==> src/rtl/noc_link_pkg.sv <==
// Shared types for the NoC link receive path: default flit layout, packet
// tracker states and the FIFO occupancy-width helper.
package noc_link_pkg;

  localparam int FLIT_W = 64;
  localparam int DEST_W = 6;

  typedef struct packed {
    logic [FLIT_W-1:0] data;
    logic [DEST_W-1:0] dest;
    logic              is_tail;
  } flit_t;

  typedef enum logic {
    RX_IDLE,
    RX_BODY
  } rx_state_e;

  // Occupancy counter must represent 0..depth inclusive.
  function automatic int count_width(input int depth);
    return $clog2(depth) + 1;
  endfunction

endpackage

==> src/rtl/noc_pipe_reg.sv <==
// Single link pipeline stage: the valid bit is reset, the payload is a plain
// register so it costs no reset routing.
module noc_pipe_reg #(
  parameter int WIDTH = 1
) (
  input  logic             clk,
  input  logic             rst,
  input  logic             valid_in,
  input  logic [WIDTH-1:0] data_in,
  output logic             valid_out,
  output logic [WIDTH-1:0] data_out
);

  always_ff @(posedge clk) begin
    if (rst) valid_out <= 1'b0;
    else     valid_out <= valid_in;
  end

  always_ff @(posedge clk) begin
    data_out <= data_in;
  end

endmodule

==> src/rtl/noc_link_rx_buffer.sv <==
// Receive end of a credit-based NoC link: optional pipelining, credit-sized FIFO,
// credit return and packet-framing checks. Define NOC_LINK_RX_STATS_EN for counters.
module noc_link_rx_buffer
  import noc_link_pkg::*;
#(
  parameter int FLIT_WIDTH        = FLIT_W,
  parameter int DEST_WIDTH        = DEST_W,
  parameter int FLIT_BUFFER_DEPTH = 4,
  parameter int NUM_PIPELINE      = 0
) (
  input  logic                  clk,
  input  logic                  rst,
  input  logic [FLIT_WIDTH-1:0] data_in,
  input  logic [DEST_WIDTH-1:0] dest_in,
  input  logic                  is_tail_in,
  input  logic                  send_in,
  output logic                  credit_out,
  output logic                  m_valid,
  input  logic                  m_ready,
  output logic [FLIT_WIDTH-1:0] m_data,
  output logic [DEST_WIDTH-1:0] m_dest,
  output logic                  m_tail,
  output logic                  err_overflow,
  output logic                  err_dest_mismatch
`ifdef NOC_LINK_RX_STATS_EN
  ,
  output logic [31:0]           stat_flits,
  output logic [31:0]           stat_packets
`endif
);

  localparam int AW        = $clog2(FLIT_BUFFER_DEPTH);
  localparam int CW        = count_width(FLIT_BUFFER_DEPTH);
  localparam int FLIT_BITS = FLIT_WIDTH + DEST_WIDTH + 1;

  typedef struct packed {
    logic [FLIT_WIDTH-1:0] data;
    logic [DEST_WIDTH-1:0] dest;
    logic                  is_tail;
  } link_flit_t;

  logic [NUM_PIPELINE:0]                fwd_send;
  logic [NUM_PIPELINE:0][FLIT_BITS-1:0] fwd_flit;
  logic [NUM_PIPELINE:0]                crd_valid;
  logic [NUM_PIPELINE:0]                crd_unused;

  link_flit_t    push_flit;
  link_flit_t    head;
  link_flit_t    mem [FLIT_BUFFER_DEPTH];
  logic [AW-1:0] wr_ptr;
  logic [AW-1:0] rd_ptr;
  logic [CW-1:0] count;
  logic          push;
  logic          pop;
  logic          full;
  logic          accept;
  logic          drop;
  logic          credit_q;

  rx_state_e             state;
  rx_state_e             state_next;
  logic [DEST_WIDTH-1:0] hdr_dest;
  logic                  latch_hdr;
  logic                  mismatch_hit;

  assign fwd_send[0] = send_in;
  assign fwd_flit[0] = {data_in, dest_in, is_tail_in};

  for (genvar i = 0; i < NUM_PIPELINE; i++) begin : g_fwd
    noc_pipe_reg #(.WIDTH(FLIT_BITS)) u_stage (
      .clk       (clk),
      .rst       (rst),
      .valid_in  (fwd_send[i]),
      .data_in   (fwd_flit[i]),
      .valid_out (fwd_send[i+1]),
      .data_out  (fwd_flit[i+1])
    );
  end

  assign push      = fwd_send[NUM_PIPELINE];
  assign push_flit = fwd_flit[NUM_PIPELINE];

  assign full   = (count == CW'(FLIT_BUFFER_DEPTH));
  assign pop    = m_valid & m_ready;
  // A pop frees the slot in the same cycle, so a push into a full FIFO is still legal then.
  assign accept = push & (~full | pop);
  assign drop   = push & full & ~pop;

  always_ff @(posedge clk) begin
    if (rst) begin
      wr_ptr <= '0;
      rd_ptr <= '0;
      count  <= '0;
    end else begin
      if (accept) wr_ptr <= wr_ptr + 1'b1;
      if (pop)    rd_ptr <= rd_ptr + 1'b1;
      if (accept && !pop)      count <= count + 1'b1;
      else if (pop && !accept) count <= count - 1'b1;
    end
  end

  always_ff @(posedge clk) begin
    if (accept) mem[wr_ptr] <= push_flit;
  end

  assign head    = mem[rd_ptr];
  assign m_valid = (count != '0);
  assign m_data  = head.data;
  assign m_dest  = head.dest;
  assign m_tail  = head.is_tail;

  always_ff @(posedge clk) begin
    if (rst) credit_q <= 1'b0;
    else     credit_q <= pop;
  end

  assign crd_valid[0]  = credit_q;
  assign crd_unused[0] = 1'b0;

  // Credit stages carry no payload; only the valid bit is meaningful.
  for (genvar i = 0; i < NUM_PIPELINE; i++) begin : g_crd
    noc_pipe_reg #(.WIDTH(1)) u_stage (
      .clk       (clk),
      .rst       (rst),
      .valid_in  (crd_valid[i]),
      .data_in   (crd_unused[i]),
      .valid_out (crd_valid[i+1]),
      .data_out  (crd_unused[i+1])
    );
  end

  assign credit_out = crd_valid[NUM_PIPELINE];

  always_ff @(posedge clk) begin
    if (rst) state <= RX_IDLE;
    else     state <= state_next;
  end

  always_ff @(posedge clk) begin
    if (latch_hdr) hdr_dest <= push_flit.dest;
  end

  // Framing is tracked on stored flits only; dropped flits never reach the tracker.
  always_comb begin
    state_next   = state;
    latch_hdr    = 1'b0;
    mismatch_hit = 1'b0;
    if (accept) begin
      case (state)
        RX_IDLE: begin
          if (!push_flit.is_tail) begin
            latch_hdr  = 1'b1;
            state_next = RX_BODY;
          end
        end
        RX_BODY: begin
          mismatch_hit = (push_flit.dest != hdr_dest);
          if (push_flit.is_tail) state_next = RX_IDLE;
        end
      endcase
    end
  end

  always_ff @(posedge clk) begin
    if (rst) begin
      err_overflow      <= 1'b0;
      err_dest_mismatch <= 1'b0;
    end else begin
      err_overflow      <= err_overflow | drop;
      err_dest_mismatch <= err_dest_mismatch | mismatch_hit;
    end
  end

`ifdef NOC_LINK_RX_STATS_EN
  always_ff @(posedge clk) begin
    if (rst) begin
      stat_flits   <= '0;
      stat_packets <= '0;
    end else if (pop) begin
      stat_flits <= stat_flits + 32'd1;
      if (m_tail) stat_packets <= stat_packets + 32'd1;
    end
  end
`endif

endmodule

==> config.mk <==
export PLATFORM = sky130hd
export DESIGN_NAME = noc_link_rx_buffer
export DESIGN_NICKNAME = d
export VERILOG_FILES = /design/src/rtl/noc_link_pkg.sv /design/src/rtl/noc_pipe_reg.sv /design/src/rtl/noc_link_rx_buffer.sv
export SDC_FILE = /design/constraint.sdc
export NUM_CORES = 1
export LEC_CHECK = 0
export ABC_AREA = 1
export CORE_ASPECT_RATIO = 0.75
export CORE_UTILIZATION = 55
export DETAILED_ROUTE_END_ITERATION = 12
export PLACE_DENSITY_LB_ADDON = 0.25
export RECOVER_POWER = 50
export SETUP_SLACK_MARGIN = 0.15
export SLEW_MARGIN = 30
export SYNTH_ARGS = -nofsm -noshare
export SYNTH_HDL_FRONTEND = slang
export SYNTH_SLANG_ARGS = --single-unit
==> constraint.sdc <==
create_clock -name clk -period 6.7 [get_ports clk]
set_clock_uncertainty 0.1 [all_clocks]
set_input_delay 1.675 -clock clk [delete_from_list [all_inputs] [get_ports clk]]
set_output_delay 1.675 -clock clk [all_outputs]
set_load 0.1 [all_outputs]
==> Word level (Yosys, flattened, before mapping) <==
Memory sizes are Yosys's and may differ from the RTL's. A register that Yosys moved wholly into a read port is not among the register bits.
Cells that the tools add are included.
{ "totals": {"ff_bits": 17, "mem_bits_rw": 284, "input_bits": 75, "mem_count": 1} }
{ "op_classes": {"n_addsub": 4, "eq_ne": 2, "mux": 11, "bitwise_logic": 9, "n_reduce_logical": 6} }
{ "memory_table": {"columns": ["name", "depth", "width", "rd", "rd_clocked_by_memory_dff", "write_ports", "line_no", "source"], "rows": [
  ["mem", 4, 71, 1, 1, 1, "noc_link_rx_buffer.sv:49", "link_flit_t mem [FLIT_BUFFER_DEPTH];"]
]} }
{ "ops": {"columns": ["operator", "n"], "rows": [
  ["1-bit 2-to-1 mux", 7],
  ["3-bit 2-to-1 mux", 2],
  ["6-bit != test", 1],
  ["2-bit by 1-bit adder with 2-bit output, second input constant", 2],
  ["1-bit bitwise AND", 4],
  ["2-bit 2-to-1 mux", 2],
  ["3-bit by 1-bit adder with 3-bit output, second input constant", 1],
  ["3-bit equality test, second input constant", 1],
  ["1-bit OR", 3],
  ["3-bit nonzero test", 1],
  ["3-bit by 1-bit subtractor with 3-bit output, second input constant", 1],
  ["1-bit logical AND", 2],
  ["1-bit logical NOT", 2],
  ["1-bit NOT", 2],
  ["2-bit nonzero test", 1]
]} }

==> Longest topological paths before layout <==
{ "logic_depth": {"ltp_word": 8, "mapped_depth": 13} }

==> Worst setup path before layout <==
No wires, ideal clock.
{ "synth_timing": {"path_kind": "input to register", "startpoint": "input m_ready", "endpoint": "memory mem[0][0] in the netlist's numbering, enable pin", "setup_ns": 0.501, "arrival_time_ns": 4.926, "required_ns": 6.099, "slack_ns": 1.173, "stages": 5, "cell_sequence": "inv_2 -> nand3_2 -> nand2_2 -> buf_6 -> nor2_1"} }
{ "synth_between": {"elab_chain_cells": 5} }
{ "synth_lines": {"columns": ["element", "line_no", "source"], "rows": [
  ["start, declared", "noc_link_rx_buffer.sv:19", "input logic m_ready,"],
  ["1-bit bitwise AND", "noc_link_rx_buffer.sv:84", "assign pop = m_valid & m_ready;"],
  ["1-bit OR", "noc_link_rx_buffer.sv:86", "assign accept = push & (~full | pop);"],
  ["1-bit bitwise AND", "noc_link_rx_buffer.sv:86", null],
  ["1-bit 2-to-1 mux", "noc_link_rx_buffer.sv:103", "if (accept) mem[wr_ptr] <= push_flit;"],
  ["1-bit 2-to-1 mux (implied by the code)", "noc_link_rx_buffer.sv:103", null],
  ["end, declared", "noc_link_rx_buffer.sv:49", null]
]} }
No other way between the ends.

==> qor.yml <==
synthesis:
  syn_area_mm2: 0.0115
  synth_top_area_frac: 0.758
  yosysWarnings: 0
  ys_seq_area_frac: 0.780
  synth_cell_types: 34
  synth_area_per_cell_um2: 14.3
  syn_inst: 804
  yosysTopAreaCell: "edfxtp_1"
  synth_fp_nets: 885
  ys_seq_elements: 303
  synth_area_leaders: "edfxtp_1 (76%), o21ai_0 (5.7%), nor2_1 (5.3%), o22ai_1 (3.9%), dfxtp_1 (2.3%)"
timing:
  rsz0062_at_grt: "no"
  drv_slew: 55
  fin_crit_ns: 5.59
  slew_headroom: -0.596
  max_freq_mhz: 179
  max_slew.worst_pin.slew_ns: 2.38
  fin_tns_setup_ns: 0
  fin_crit_sh: 0.834
  setup_viol: 0
  finalHoldViolCount: 0
cts:
  cts_buffers: 28
  clk_latency_ns: 0.52
  ctsHoldBuffers: 0
  root_buffer: "clkbuf_16"
  clockBufferDepth: 3
  cts.clk_slew.worst_paths_ns: 0.06
  cts_resized: 0
  cts_tree: "built"
  cts_max_level: 1
  cts.sinks: 303
  cts_setup_buffers: 0
critical_path:
  critPathCaptureType: "primary output"
  r2r_cells: 5
  critPathLaunchType: "flop"
  r2r_end: "mem[2][18]$_DFFE_PP_"
  required_ns: 4.93
  crit_fanout: 86
  slowest_stage: "clkdlybuf4s50_1"
  cp.arrival_ns: 3.81
  crit_path_cell_trace: "buf_4 -> o21ai_0 -> o22ai_1 -> clkdlybuf4s50_1"
  slowest_delay_ns: 1.19
  timing.rr.start: "count[0]$_SDFFE_PP0P_"
  crit_type: "flop to primary output"
  r2r_setup_slack_ns: 3.11
routing:
  drc_errors: 0
  vias_per_cell: 5.46
  wl_met3_um: 1450
  vias: 6804
  routed.top_layer: "met4"
  wl_per_cell_um: 18.0
  drt_iter0_drc: 559
  finalWirelength_um: 22400
  postRouteAntennaNets: 0
  wl_met2_um: 10500
  wirelength_met1_um: 10200
  drt_first_pass_iters: 5
min_path:
  worstHoldStart: "err_overflow$_SDFF_PP0_"
  hold_end: "err_overflow$_SDFF_PP0_"
  hold_path_depth: 2
  min_path_type: "flop to flop"
global_route:
  grt_pass1_wl_um: 34800
  grt_max_degree: 143
  antenna_found_initial: 1
  grt.overflow.total: 0
  first_global_vias: 6659
  grt_usage: 0.209
final_layout:
  drive_gt1_frac: 0.0664
  multiInputGateArea_mm2: 0.00209
  final_area_mm2: 0.0140
  regArea_mm2: 0.00897
  fillers: 1420
  nNetsFinal: 1024
  syn2layout_area_growth_pct: 22.0
floorplanning:
  start_util: 0.564
  die_x_um: 169
  core-area_mm2: 0.0204
  num_io_pins: 150
  rows: 45
  dieArea_mm2: 0.0215
  die_h_um: 127
place:
  numPortBuffers: 149
  placed_cell_area_mm2: 0.0132
  place_congestion: 0.735
  dp_hpwl_um: 12200
pwr:
  power.density_mw_per_mm2: 451
  ir_drop_mv: 0.310
  power.leakage_uw: 0.00474
run_status:
  violations: "max-capacitance violations, max-slew violations"
  status: "complete, but fails checks"
run:
  maxCapViolCount: 3
-- metrics by stage --
step | total power [µW] | std cells | hold slack, ns | setup slack, ns | utilization
global placement | 4850 | 1194 | 0.338 | 1.81 | 0.645
floorplan | 4330 | 804 | 0.357 | 1.17 | -
detailed placement | 4880 | 1195 | 0.342 | 1.67 | 0.646
CTS | 6390 | 1246 | 0.354 | 1.09 | 0.690
finish | 6330 | 1247 | 0.353 | 1.11 | 0.688
global route | 6550 | 1246 | 0.376 | 0.945 | 0.688
-- layer usage --
layer,global-route usage,up-vias
met2,0.335,228
met3,0.0400,24
met1,0.300,3303
met5,0,-
met4,0.0503,0
li1,-,3249
-- worst max-delay path by stage --
| stage | slack, ns | endpoint | startpoint |
|---|---|---|---|
| 2_1_floorplan | 1.17 | mem[0][0]$_DFFE_PP_ | m_ready |
| 3_3_place_gp | 1.81 | m_dest[4] | flop |
| 3_5_place_dp | 1.67 | m_data[5] | flop |
| 4_1_cts | 1.09 | m_data[5] | flop |
| 5_1_grt | 0.95 | m_data[5] | flop |
| 6_report | 1.11 | m_data[5] | flop |
-- sequential cells by signal, summed over array words and instances (netlist names), named ones only --
register / cells
err_overflow: 1
wr_ptr: 2
credit_out: 1
state: 1
count: 3
hdr_dest: 6
rd_ptr: 2
err_dest_mismatch: 1
mem: 284
-- synth_stat cells (all sizes together) --
cell,number
edfxtp,290
nor2,163
o21ai,142
o22ai,71
buf,29
inv,28
nand2,27
clkbuf,19
dfxtp,13
a21oi,6
ha,5
nor3b,3
nand3,2
a211oi,1
fa,1
nand4,1
o21a,1
or2,1
xor2,1
-- cell type report --
cell class                 instances  share of cell area
sequential                       303               0.640
antenna                            1            0.000178
multi-input combinational        425               0.149
tap                              282              0.0252
timing repair buffer             157               0.114
clock buffer                      32              0.0525
inverter                          28             0.00803
clock inverter                    19              0.0112
-- cells in the final DEF, fill, tap and decap left out, types with 3 or more instances in the layout --
| cell | n |
|---|---|
| dfxtp_1 | 11 |
| edfxtp_1 | 290 |
| ha_1 | 5 |
| clkbuf_16 | 29 |
| dlygate4sd3_1 | 73 |
| o21ai_0 | 130 |
| o22ai_1 | 71 |
| clkinv_1 | 7 |
| nand2_1 | 25 |
| buf_12 | 4 |
| clkbuf_1 | 4 |
| a21oi_1 | 6 |
| clkdlybuf4s50_1 | 73 |
| inv_1 | 25 |
| clkinv_2 | 6 |
| nor2_1 | 160 |
| o21ai_1 | 12 |
| buf_4 | 3 |
-- where the power goes --
part           leakage, µW  total [µW]  switching (µW)  internal, µW
Combinational      0.00153        2480            1960           523
Clock             0.000439        1510             646           868
Sequential         0.00277        2330            87.8          2240
-- cells by family (layout without fill, tap and decap cells) --
group                      Yosys count  after routing  synth area share
adders and majority gates            6              6           0.00718
and+or+nand+nor                    197            197            0.0690
other                                0              1                 0
xor gates and xnor gates             1              1          0.000762
buffers and inverters               76            236            0.0380
AOI/OAI and AO/OA                  221            221             0.105
DFF                                303            303             0.780
-- critical path, delay by kind of cell (launching register included) --
family / cells / cell delay, ns
buf+inv: 2 / 1.78
compound gates: 2 / 0.49
flops: 1 / 0.90
Note: power is estimated with default switching activity, not from simulation.
